[src/rtl/contador_duzias_pkg.sv]
// Shared production-line constants and types for the bottle line stages.
//   CLK_HZ              system clock frequency
//   TEMPO_EMBALAGEM     packing actuator hold time in cycles (0.5 s)
//   GARRAFAS_POR_DUZIA  bottles per dozen
//   MAX_DUZIAS          dozen-count saturation value (two BCD digits)
//   estado_t            dozen-counter state encodings
//   bcd2bin             two BCD digits -> integer value
package contador_duzias_pkg;

  localparam int CLK_HZ             = 50_000_000;
  localparam int TEMPO_EMBALAGEM    = CLK_HZ / 2;
  localparam int GARRAFAS_POR_DUZIA = 12;
  localparam int MAX_DUZIAS         = 99;
  localparam int TIMER_W            = 26;

  typedef enum logic [1:0] {
    CONTANDO  = 2'd0,
    EMBALANDO = 2'd1,
    CHEIO     = 2'd2
  } estado_t;

  function automatic int bcd2bin(input logic [3:0] dez, input logic [3:0] uni);
    return int'(dez) * 10 + int'(uni);
  endfunction

endpackage

[src/rtl/contador_duzias_detector_borda.sv]
// Registered rising-edge detector.
//   clk    system clock
//   reset  asynchronous, active-high
//   in     level input
//   pulso  high during the first cycle 'in' is seen high
module detector_borda (
  input  logic clk,
  input  logic reset,
  input  logic in,
  output logic pulso
);

  logic r_prev;

  always_ff @(posedge clk or posedge reset) begin
    if (reset) r_prev <= 1'b0;
    else       r_prev <= in;
  end

  assign pulso = in & ~r_prev;

endmodule

[src/rtl/contador_duzias.sv]
// Dozen counter for approved bottles. Counts rising edges of garrafa_aprovada,
// groups them into dozens shown as two BCD digits, holds the packing actuator
// for TEMPO_EMBALAGEM cycles after each dozen and saturates at MAX_DUZIAS.
//   clk               system clock
//   reset             asynchronous, active-high
//   garrafa_aprovada  approved-bottle level from the QC stage
//   zerar_contagem    synchronous clear of all counts
//   unidades          bottles in the current dozen (binary)
//   duzias_dezena     BCD tens digit of completed dozens
//   duzias_unidade    BCD units digit of completed dozens
//   duzia_completa    one-cycle pulse when a dozen completes
//   embalando         packing actuator (state EMBALANDO)
//   limite_atingido   dozen count saturated (state CHEIO)
module contador_duzias
  import contador_duzias_pkg::*;
#(
  parameter int GARRAFAS_POR_DUZIA = contador_duzias_pkg::GARRAFAS_POR_DUZIA,
  parameter int MAX_DUZIAS         = contador_duzias_pkg::MAX_DUZIAS,
  parameter int TEMPO_EMBALAGEM    = contador_duzias_pkg::TEMPO_EMBALAGEM
) (
  input  logic       clk,
  input  logic       reset,
  input  logic       garrafa_aprovada,
  input  logic       zerar_contagem,
  output logic [3:0] unidades,
  output logic [3:0] duzias_dezena,
  output logic [3:0] duzias_unidade,
  output logic       duzia_completa,
  output logic       embalando,
  output logic       limite_atingido
);

  localparam logic [3:0]         UNI_ULTIMA   = 4'(GARRAFAS_POR_DUZIA - 1);
  localparam logic [TIMER_W-1:0] TEMPO_ULTIMO = TIMER_W'(TEMPO_EMBALAGEM - 1);

  estado_t            r_estado, w_estado_nxt;
  logic [3:0]         r_unidades, w_unidades_nxt;
  logic [3:0]         r_dezena, w_dezena_nxt;
  logic [3:0]         r_duz_uni, w_duz_uni_nxt;
  logic [TIMER_W-1:0] r_timer, w_timer_nxt;
  logic               r_completa, w_completa_nxt;
  logic               w_evento;
  logic [3:0]         w_dez_inc, w_uni_inc;

  detector_borda u_borda (
    .clk   (clk),
    .reset (reset),
    .in    (garrafa_aprovada),
    .pulso (w_evento)
  );

  // BCD dozen + 1, units digit wraps 9 -> 0 carrying into the tens digit
  assign w_uni_inc = (r_duz_uni == 4'd9) ? 4'd0 : r_duz_uni + 4'd1;
  assign w_dez_inc = (r_duz_uni == 4'd9) ? r_dezena + 4'd1 : r_dezena;

  always_ff @(posedge clk or posedge reset) begin
    if (reset) begin
      r_estado   <= CONTANDO;
      r_unidades <= '0;
      r_dezena   <= '0;
      r_duz_uni  <= '0;
      r_timer    <= '0;
      r_completa <= 1'b0;
    end else begin
      r_estado   <= w_estado_nxt;
      r_unidades <= w_unidades_nxt;
      r_dezena   <= w_dezena_nxt;
      r_duz_uni  <= w_duz_uni_nxt;
      r_timer    <= w_timer_nxt;
      r_completa <= w_completa_nxt;
    end
  end

  always_comb begin
    w_estado_nxt   = r_estado;
    w_unidades_nxt = r_unidades;
    w_dezena_nxt   = r_dezena;
    w_duz_uni_nxt  = r_duz_uni;
    w_timer_nxt    = r_timer;
    w_completa_nxt = 1'b0;
    case (r_estado)
      CONTANDO, EMBALANDO: begin
        if (r_estado == EMBALANDO) begin
          if (r_timer == TEMPO_ULTIMO) begin
            w_estado_nxt = CONTANDO;
            w_timer_nxt  = '0;
          end else begin
            w_timer_nxt = r_timer + 1'b1;
          end
        end
        // Clear overrides both the timer and any bottle edge this cycle
        if (zerar_contagem) begin
          w_estado_nxt   = CONTANDO;
          w_unidades_nxt = '0;
          w_dezena_nxt   = '0;
          w_duz_uni_nxt  = '0;
          w_timer_nxt    = '0;
        end else if (w_evento) begin
          if (r_unidades == UNI_ULTIMA) begin
            w_unidades_nxt = '0;
            w_dezena_nxt   = w_dez_inc;
            w_duz_uni_nxt  = w_uni_inc;
            w_completa_nxt = 1'b1;
            w_timer_nxt    = '0;
            // A dozen completing mid-packing restarts the hold time
            if (bcd2bin(w_dez_inc, w_uni_inc) == MAX_DUZIAS) w_estado_nxt = CHEIO;
            else                                             w_estado_nxt = EMBALANDO;
          end else begin
            w_unidades_nxt = r_unidades + 4'd1;
          end
        end
      end
      CHEIO: begin
        // Frozen until cleared; bottle edges are ignored
        if (zerar_contagem) begin
          w_estado_nxt   = CONTANDO;
          w_unidades_nxt = '0;
          w_dezena_nxt   = '0;
          w_duz_uni_nxt  = '0;
          w_timer_nxt    = '0;
        end
      end
      default: begin
        w_estado_nxt   = CONTANDO;
        w_unidades_nxt = '0;
        w_dezena_nxt   = '0;
        w_duz_uni_nxt  = '0;
        w_timer_nxt    = '0;
      end
    endcase
  end

  assign unidades        = r_unidades;
  assign duzias_dezena   = r_dezena;
  assign duzias_unidade  = r_duz_uni;
  assign duzia_completa  = r_completa;
  assign embalando       = (r_estado == EMBALANDO);
  assign limite_atingido = (r_estado == CHEIO);

endmodule
[config.mk]
export PLATFORM = sky130hd
export DESIGN_NAME = contador_duzias
export DESIGN_NICKNAME = d
export VERILOG_FILES = /design/src/rtl/contador_duzias_pkg.sv /design/src/rtl/contador_duzias_detector_borda.sv /design/src/rtl/contador_duzias.sv
export SDC_FILE = /design/constraint.sdc
export NUM_CORES = 1
export LEC_CHECK = 0
export CAP_MARGIN = 20
export CORE_MARGIN = 2
export CORE_UTILIZATION = 29
export CTS_CLUSTER_DIAMETER = 80
export DETAILED_ROUTE_END_ITERATION = 10
export DONT_BUFFER_PORTS = 1
export REMOVE_ABC_BUFFERS = 1
export SLEW_MARGIN = 15
export SYNTH_ARGS = -nofsm -noshare
export SYNTH_HDL_FRONTEND = slang
export SYNTH_SLANG_ARGS = --single-unit
export TNS_END_PERCENT = 30
[constraint.sdc]
create_clock -name clk -period 4.1 [get_ports clk]
set_input_delay 0.82 -clock clk [delete_from_list [all_inputs] [get_ports clk]]
set_output_delay 0.82 -clock clk [all_outputs]
set_load 0.01 [all_outputs]
==> impl_results.md <==
* Vias post-DR at 1983
* Core Util, Final at 0.318
* Root buf cell: clkbuf_8
* CP Launch Type: flop
* Drt wl/cell at 14.2 um
* Cts repair resizes at 0
* Met1 Track Usage GR at 0.169
* Worst path required time at 4.28 ns
* Crit-path max cell delay at 0.53 ns
* Final Setup Violations at 0
* Worst-margin pin slew at 0.950 ns
* Final non-filler cell total at 381
* Layout filler cell count at 920
* Cell Rows at 34
* Placer Congestion at 0.836
* Tcrit/Tclk final at 0.856
* Core Footprint at 8680 um2
* Final net count at 288
* Synthesized area per cell at 9.52 um2
* First-pass GRT wire length at 9740 um
* Post-Synthesis Cell Area at 2580 um2
* Pwr Density at 268 nW/um2
* Die Y at 98.3 um
* Initial antenna violation count at 0
* Layout Skew at 0.0116 ns
* Leak Pwr at 1.23 nW
* Yosys reg bits at 42
* FF/Latch Area at 1050 um2
* CP most frequent cell: ha_1
* Crit-path cells: nand4bb_1 > or3_1 > and2_1 > inv_1 > ha_1 > ha_1 > fa_1 > o2111ai_1 > xor2_1 > mux2_2 > a21o_1
* Dpl cell area at 2670 um2
* HPWL Detailed at 3960 um
* Setup Fix Bufs, Post-CTS at 0
* Most common cell after layout, fill and taps aside: dfrtp_1
* Area growth from synthesis to layout at 6.98%
* Slew Limit Fails at 0
* Relative max-transition margin at 0.361
* Largest net degree at the start of global routing at 24
* Total power at 739 uW
* PnR worst setup slack at 0.591 ns
* Drt pass-1 iters at 4
* Status: complete, no violations
* Vias in the first global route at 2008
* Port Buffers at 0
* Multi-input gate area at 1400 um2
* DRC viols at 0
* Number of flops mapped to enable cells by yosys at 0
* Maximum VDD drop at 0.196 mV
* Arr. time, crit path at 3.69 ns
* CTS Buffer Depth at 2
* Initial DRC Count at 133
* Dpl ws at 0.609 ns
* Hold crit path type: reg -> reg
* Sequential area share after synthesis at 0.407
* RSZ-0062 raised after global routing: no
* Ys async rst share at 1.00
* Final instance area at 2760 um2
* Total CTS buffers at 5
* Prevailing post-synth register cell: dfrtp_1
* Initial Util at 0.297
* Die Footprint at 9670 um2
* Slowest-stage cell, CP: fa_1
* Placed cell count at 373
* Commonest cells after routing, fill and taps aside: dfrtp_1, nor2_1, nand2_1, o21ai_0, xor2_1
* Max-Cap Viols at 0
* Clock slew at reported path FFs at 0.08 ns
* GRT met3 Usage at 0.0336
* CTS tree: done
* Syn Inst Count at 271
* Antenna cells at 0
* Clock Latency Late Sink at 0.30 ns
* Worst-path fanout max at 7
* Final Critical Period at 3.51 ns
* Die X at 98.3 um
* Vias per inst at 5.20
* Fin. Hold Viols at 0
* Clock sink total at 42
* Total track usage at 0.120
* CP Class: reg -> reg
* I/O pins at 19
* Number of library cell types mapped by synthesis at 56
* F_max at 285 MHz
* YS warnings at 0
* Hold_ws at 0.513 ns
* Met2 Track Usage GR at 0.184
* Total congestion overflow at 0
* Setup_tns at 0 ns
* Drt total wl at 5420 um
* Busiest grt layer: met2
* # H-tree levels at 2
* Remaining antenna violation count at 0
* Crit. End Element: flop
* Layout cell share with drive strength beyond 1 at 0.0806
* # hold bufs at CTS at 0
## routing by layer
metal | up-vias | part of all wire
li1 | 973 | -
met4 | 0 | 0.010
met3 | 7 | 0.048
met5 | - | 0
met1 | 965 | 0.50
met2 | 38 | 0.44
## power breakdown
part	switching, mW	internal [mW]
combinational	0.0207	0.00801
sequential	0.00425	0.417
clock	0.150	0.139
total	0.175	0.564
## sequential cells by signal, summed over array words and instances, names as in the netlist
register	flops
duzias_dezena	4
unidades	4
duzia_completa	1
u_borda.r_prev	1
r_timer	26
r_estado	2
duzias_unidade	4
## critical path: cells and delay by family (launching register included)
kind	cells	cell delay (ns)
AO/OA/AOI/OAI	2	0.29
XOR/XNOR	1	0.18
flip-flops	1	0.48
buffers and inverters	1	0.06
AND/OR/NAND/NOR	3	1.05
multiplexers	1	0.36
adder cells (fa/ha/maj)	3	0.98
## final timing paths
kind / from / to / slack [ns] / cells past startpoint
max: duzias_unidade[2] / r_estado[1] / 0.59 / 11
min: r_timer[22] / r_timer[22] / 0.51 / 1
max reg2reg: duzias_unidade[2] / r_estado[1] / 0.59 / 11
min reg2reg: r_timer[22] / r_timer[22] / 0.51 / 1
max in group asynchronous: reset / r_timer[12] / 2.76 / 2
min in group asynchronous: reset / unidades[2] / 0.54 / 1
## cell type report
cell class                 instances  share of cell area
multi-input combinational        206               0.509
inverter                          14              0.0190
clock inverter                     1             0.00317
clock buffer                       7              0.0313
sequential                        42               0.381
timing repair buffer               3             0.00816
tap                              108              0.0490
## synth_stat cells (all sizes together), types with 5 or more instances
| cell | count | share of area |
|---|---|---|
| a31oi | 10 | 0.024 |
| and3 | 5 | 0.012 |
| clkbuf | 7 | 0.019 |
| dfrtp | 42 | 0.41 |
| ha | 10 | 0.048 |
| inv | 13 | 0.019 |
| nand2 | 20 | 0.029 |
| nand3 | 11 | 0.021 |
| nand4 | 6 | 0.017 |
| nor2 | 30 | 0.044 |
| nor4 | 5 | 0.015 |
| o21ai | 20 | 0.039 |
| or3 | 5 | 0.013 |
| or4 | 8 | 0.025 |
| xnor2 | 10 | 0.034 |
| xor2 | 14 | 0.048 |
## kinds of logic (layout without fill, tap and decap cells)
logic type               Yosys count  after routing  share of synthesized area
flip-flops                        42             42                      0.407
XOR/XNOR                          24             24                     0.0815
multiplexers                       5              5                     0.0199
AO/OA/AOI/OAI                     49             49                      0.123
buffers and inverters             23             25                     0.0485
adder cells (fa/ha/maj)           12             12                     0.0640
AND/OR/NAND/NOR                  116            116                      0.256
No activity file was read; power rests on OpenSTA's default activity.
